File: config.mk
export PLATFORM = sky130hd
export DESIGN_NAME = gf_log_seq
export DESIGN_NICKNAME = d
export VERILOG_FILES = /design/src/rtl/gf_pkg.sv /design/src/rtl/gf_alpha_step.sv /design/src/rtl/gf_log_seq.sv
export SDC_FILE = /design/constraint.sdc
export NUM_CORES = 1
export LEC_CHECK = 0
export ABC_CLOCK_PERIOD_IN_PS = 1700
export BUFFER_PORTS_ARGS = -buffer_cell sky130_fd_sc_hd__buf_2
export CAP_MARGIN = 20
export CORE_MARGIN = 10
export CORE_UTILIZATION = 47
export DETAILED_ROUTE_END_ITERATION = 16
export PLACE_DENSITY = 0.8
export SYNTH_ARGS = -nofsm -noshare
export SYNTH_HDL_FRONTEND = slang
export SYNTH_SLANG_ARGS = --single-unit
export TNS_END_PERCENT = 50
File: constraint.sdc
create_clock -name clk -period 1.7 [get_ports clk]
set_input_delay 0.17 -clock clk [delete_from_list [all_inputs] [get_ports clk]]
set_output_delay 0.17 -clock clk [all_outputs]
set_load 0.005 [all_outputs]
File: src/rtl/gf_pkg.sv
// Shared GF(2^m) definitions: default field parameters, the log-unit state
// encoding and the multiply-by-alpha step rule used by gf_alpha_step and mul_alpha.
package gf_pkg;

   localparam int          GF_M     = 4;
   localparam logic [4:0]  GF_POLY  = 5'b10011;
   localparam int          GF_MAX_M = 16;

   typedef enum logic [1:0] {
      ST_IDLE   = 2'd0,
      ST_SEARCH = 2'd1,
      ST_DONE   = 2'd2
   } gf_state_t;

   // Works on a fixed wide container so any m up to GF_MAX_M shares one body;
   // bits at and above m are masked off and always return as zero.
   function automatic logic [GF_MAX_M-1:0] gf_mul_alpha(
      input logic [GF_MAX_M-1:0] elem,
      input logic [GF_MAX_M:0]   poly,
      input int unsigned         m
   );
      logic [GF_MAX_M-1:0] mask;
      logic [GF_MAX_M-1:0] top;
      logic [GF_MAX_M-1:0] res;
      mask = ~({GF_MAX_M{1'b1}} << m);
      top  = mask ^ (mask >> 1);
      res  = (elem << 1) & mask;
      if (|(elem & top)) begin
         res = res ^ (poly[GF_MAX_M-1:0] & mask);
      end
      return res;
   endfunction

endpackage

File: src/rtl/gf_alpha_step.sv
// Combinational multiply-by-alpha in GF(2^M): shift left, fold the carried-out
// MSB back in with the reduction polynomial.
module gf_alpha_step
   import gf_pkg::*;
#(
   parameter int             M    = GF_M,
   parameter logic [M:0]     POLY = GF_POLY
) (
   input  logic [M-1:0] elem,
   output logic [M-1:0] elem_next
);

   localparam int PW = GF_MAX_M + 1;

   logic [GF_MAX_M-1:0] wide_elem;
   logic [GF_MAX_M:0]   wide_poly;
   logic [GF_MAX_M-1:0] wide_res;

   assign wide_elem = GF_MAX_M'(elem);
   assign wide_poly = PW'(POLY);
   assign wide_res  = gf_mul_alpha(wide_elem, wide_poly, M);
   assign elem_next = wide_res[M-1:0];

   generate
      if (M < GF_MAX_M) begin : g_pad
         logic unused_hi;
         assign unused_hi = |wide_res[GF_MAX_M-1:M];
      end
   endgenerate

endmodule

File: src/rtl/gf_log_seq.sv
// Sequential discrete log over GF(2^m): walks acc = alpha^cnt from alpha^0 until
// it equals the operand, then returns cnt (or an error when no log exists).
module gf_log_seq
   import gf_pkg::*;
#(
   parameter int               PARAM_M    = GF_M,
   parameter logic [PARAM_M:0] PARAM_POLY = GF_POLY
) (
   input  logic               clk,
   input  logic               rst,
   input  logic               in_valid,
   output logic               in_ready,
   input  logic [PARAM_M-1:0] in_1,
   output logic               out_valid,
   input  logic               out_ready,
   output logic [PARAM_M-1:0] out_1,
   output logic               out_err,
   output gf_state_t          dbg_state
);

   // Handshake: a transfer happens on a rising edge where valid & ready are both
   // high; in_ready is high only in IDLE, out_valid only in DONE, and a DONE
   // result is held unchanged until it is taken.

   localparam logic [PARAM_M-1:0] CNT_LAST = {{(PARAM_M-1){1'b1}}, 1'b0};
   localparam logic [PARAM_M-1:0] ONE      = {{(PARAM_M-1){1'b0}}, 1'b1};

   gf_state_t          state, state_d;
   logic [PARAM_M-1:0] x_q;
   logic [PARAM_M-1:0] acc;
   logic [PARAM_M-1:0] acc_next;
   logic [PARAM_M-1:0] cnt;
   logic               x_zero;
   logic               hit;
   logic               exhausted;

   gf_alpha_step #(
      .M    (PARAM_M),
      .POLY (PARAM_POLY)
   ) u_step (
      .elem      (acc),
      .elem_next (acc_next)
   );

   // A zero operand still spends one SEARCH cycle so its latency matches k=0.
   assign x_zero    = (x_q == '0);
   assign hit       = (acc == x_q);
   assign exhausted = (cnt == CNT_LAST);

   always_ff @(posedge clk or posedge rst) begin
      if (rst) begin
         state <= ST_IDLE;
      end else begin
         state <= state_d;
      end
   end

   always_comb begin
      state_d   = state;
      in_ready  = 1'b0;
      out_valid = 1'b0;
      case (state)
         ST_IDLE: begin
            in_ready = 1'b1;
            if (in_valid) begin
               state_d = ST_SEARCH;
            end
         end
         ST_SEARCH: begin
            if (x_zero || hit || exhausted) begin
               state_d = ST_DONE;
            end
         end
         ST_DONE: begin
            out_valid = 1'b1;
            if (out_ready) begin
               state_d = ST_IDLE;
            end
         end
         default: state_d = ST_IDLE;
      endcase
   end

   always_ff @(posedge clk or posedge rst) begin
      if (rst) begin
         x_q     <= '0;
         acc     <= ONE;
         cnt     <= '0;
         out_1   <= '0;
         out_err <= 1'b0;
      end else begin
         case (state)
            ST_IDLE: begin
               if (in_valid) begin
                  x_q <= in_1;
                  acc <= ONE;
                  cnt <= '0;
               end
            end
            ST_SEARCH: begin
               if (x_zero) begin
                  out_1   <= '0;
                  out_err <= 1'b1;
               end else if (hit) begin
                  out_1   <= cnt;
                  out_err <= 1'b0;
               end else if (exhausted) begin
                  out_1   <= '0;
                  out_err <= 1'b1;
               end else begin
                  acc <= acc_next;
                  cnt <= cnt + ONE;
               end
            end
            default: ;
         endcase
      end
   end

   assign dbg_state = state;

endmodule

==> impl_metrics.yaml <==
global_routing:
  grt.overflow.total: 0
  grt_pass1_wl_um: 3090
  grt_pass1_vias: 686
  grt_max_degree: 20
  antenna_found_initial: 0
  grt_usage_pct: 9.09
sta:
  final-hold-violation-count: 18
  slew_violations: 0
  max-slew-margin-rel_pct: 52.9
  setup_violations: 0
  hold_slack_ns: -0.0293
  max_freq_mhz: 648
  skew_ns: 0.00465
  rsz0062_at_grt: "no"
  finalCriticalPeriod_ns: 1.54
  tns_ns: 0
  finalCritPeriodShare_pct: 90.8
  tightest_slew_ns: 0.706
synth:
  yosysTopAreaCell: "dfrtp_1"
  synth.cell_area_um2: 926
  synth_commonest_cells: "dfrtp_1, nand2_1, xnor2_1"
  yosysMostFrequentCell: "dfrtp_1"
  synth_top_area_share_pct: 48.6
  ys.warnings.count: 0
  synth-seq-cells: 19
  syn_inst: 80
  ys_async_sr_fraction_pct: 100
  synthTopCellsByArea: "dfrtp_1, mux2_2, xnor2_1"
  postSynthAreaPerCell_um2: 11.6
  yosysUniqueCellTypes: 29
  seq_area_frac_synth_pct: 51.5
  syn-num-nets: 90
  synth_edf_count: 0
  ys.flop_type: "dfrtp_1"
detailed_routing:
  drtAntennaViolNets: 0
  drt_iter0_drc: 18
  dr.pass1.iters: 4
  post-route-drc-count: 0
  wl_per_cell_um: 14.4
  vias: 680
  viasPerCell: 5.31
  routed_wl_um: 1840
hold_path:
  hold_path.class: "primary input to asynchronous set/reset pin"
critical_path:
  crit_fanout: 6
  reg2reg_setup_slack_ns: 0.16
  cp.required_ns: 1.92
  critPathLaunchType: "register"
  worstReg2RegStart: "cnt[0]"
  cp_slowest_cell: "dfrtp_1"
  crit_arrival_ns: 1.77
  crit_path_end_kind: "register"
  rr_endpoint: "cnt[0]"
  crit_buf_inv: 2
  crit_family: "flip-flops"
  worstSetupPathType: "register to register"
  reg2reg_depth: 6
  critPathMaxStageDelay_ns: 0.36
  path_cells: "inv_1, ha_1, a31o_4, nor3_4, buf_4, mux2i_1"
pwr:
  finalPower_mw: 2.23
  p_per_area_nw_per_um2: 2030
  ir_worst_vdd_v: 0.00118
  power.leakage_nw: 0.541
clock_tree:
  cts_hold_buf: 0
  cts-root-buf: "clkbuf_4"
  worstSkewPairLatency_ns: 0.29
  cts_buffers: 3
  path_clk_slew_ns: 0.10
  htree_levels: 1
  cts_sinks: 19
  clk_path_buf_depth: 2
  cts_setup_buffers: 0
  cts_tree: "built"
floorplanning:
  start_util_pct: 51.4
  rows: 15
  ioPinCount: 17
  die_area_um2: 4150
  fp.dieH_um: 64.4
  core_area_um2: 1800
  die_w_um: 64.4
cells_and_area:
  drive_gt1_share_pct: 34.0
  antenna_cells: 0
  area_delta_synth_final_pct: 18.8
  nFillCells: 161
  stdcell_count: 128
  fin_nets: 114
  post-route-util_pct: 61.0
status:
  status: "finished, violations left"
  violations: "negative hold slack"
place:
  io_buffers: 16
  dp_cells: 124
  place_hpwl_um: 1420
  finalWeightedCongestion: 0.805
job:
  maxCapViolations: 0
worst register-to-register path, cell delays in order (launching register included):
cell and delay [ns]:
dfrtp_1 0.36, inv_1 0.04, ha_1 0.20, a31o_4 0.27
nor3_4 0.25, buf_4 0.18, mux2i_1 0.18
worst max path at each step:
stage           start            to  slack [ns]  cells after the start
2_1_floorplan  cnt[0]        acc[2]       0.003                      5
3_3_place_gp   acc[0]  dbg_state[1]        0.05                      4
3_5_place_dp   acc[0]  dbg_state[1]        0.04                      4
4_1_cts        acc[0]  dbg_state[1]        0.02                      4
5_1_grt        x_q[3]      out_1[3]        0.04                      5
6_report       cnt[0]        cnt[0]        0.16                      6
layout by cell type (no fill, tap or decap), types with 2 or more instances in the layout:
cell type and instances:
xnor2_1 5, dfrtp_1 18, nand2_1 8, buf_2 16, ha_1 2, mux2_2 4
nand3_1 2, nand2b_1 3, nor2_1 2, mux2_4 2, clkbuf_4 3, nor2b_1 2
nor4_1 2, buf_4 5, mux2i_1 4, a21oi_1 2, a22o_1 4, inv_1 4
stage by stage:
step	instance area [um2]	hold slack (ns)	setup WS (ns)
floorplan	935	0.120	0.00333
global placement	1070	0.305	0.0459
detailed placement	1070	0.326	0.0366
CTS	1090	0.000779	0.0215
global route	1100	0.0219	0.0366
finish	1100	-0.0293	0.156
routing by layer:
metal / track usage, % / routed length (um) / vias up / part of all wire, %
li1: - / - / 330 / -
met1: 11.4 / 867 / 321 / 47
met2: 13.4 / 808 / 22 / 44
met3: 3.14 / 116 / 7 / 6.3
met4: 4.55 / 45 / 0 / 2.4
met5: 0 / 0 / - / 0
layout make-up:
| cell class | count | area, um2 | share of cell area, % |
|---|---|---|---|
| multi-input combinational | 55 | 433 | 39.4 |
| inverter | 4 | 15.0 | 1.37 |
| tap | 25 | 31.3 | 2.84 |
| clock buffer | 4 | 26.3 | 2.39 |
| sequential | 19 | 477 | 43.3 |
| timing repair buffer | 21 | 118 | 10.7 |
state kept, by name (all words and copies together) (netlist names):
signal and cells:
out_err 1, x_q 4, out_1 4, acc 4, cnt 4, dbg_state 2
what timing repair did:
| item | CTS | global route |
|---|---|---|
| resized for setup | 0 | 2 |
| endpoints found under the hold margin | 0 | 0 |
| endpoints found under the setup margin | 0 | 6 |
power by group:
group / internal (mW) / switching, mW
clock network: 0.0914 / 0.131
logic: 0.620 / 0.553
registers: 0.667 / 0.171
logic make-up after synthesis:
logic type                 synth area share (%)
xor gates and xnor gates                   4.73
AOI/OAI and AO/OA                          10.1
buffers and inverters                      3.24
and+or+nand+nor                            15.3
adders and majority gates                  2.70
muxes                                      12.4
DFF                                        51.5
(Power assumes the default switching activity.)
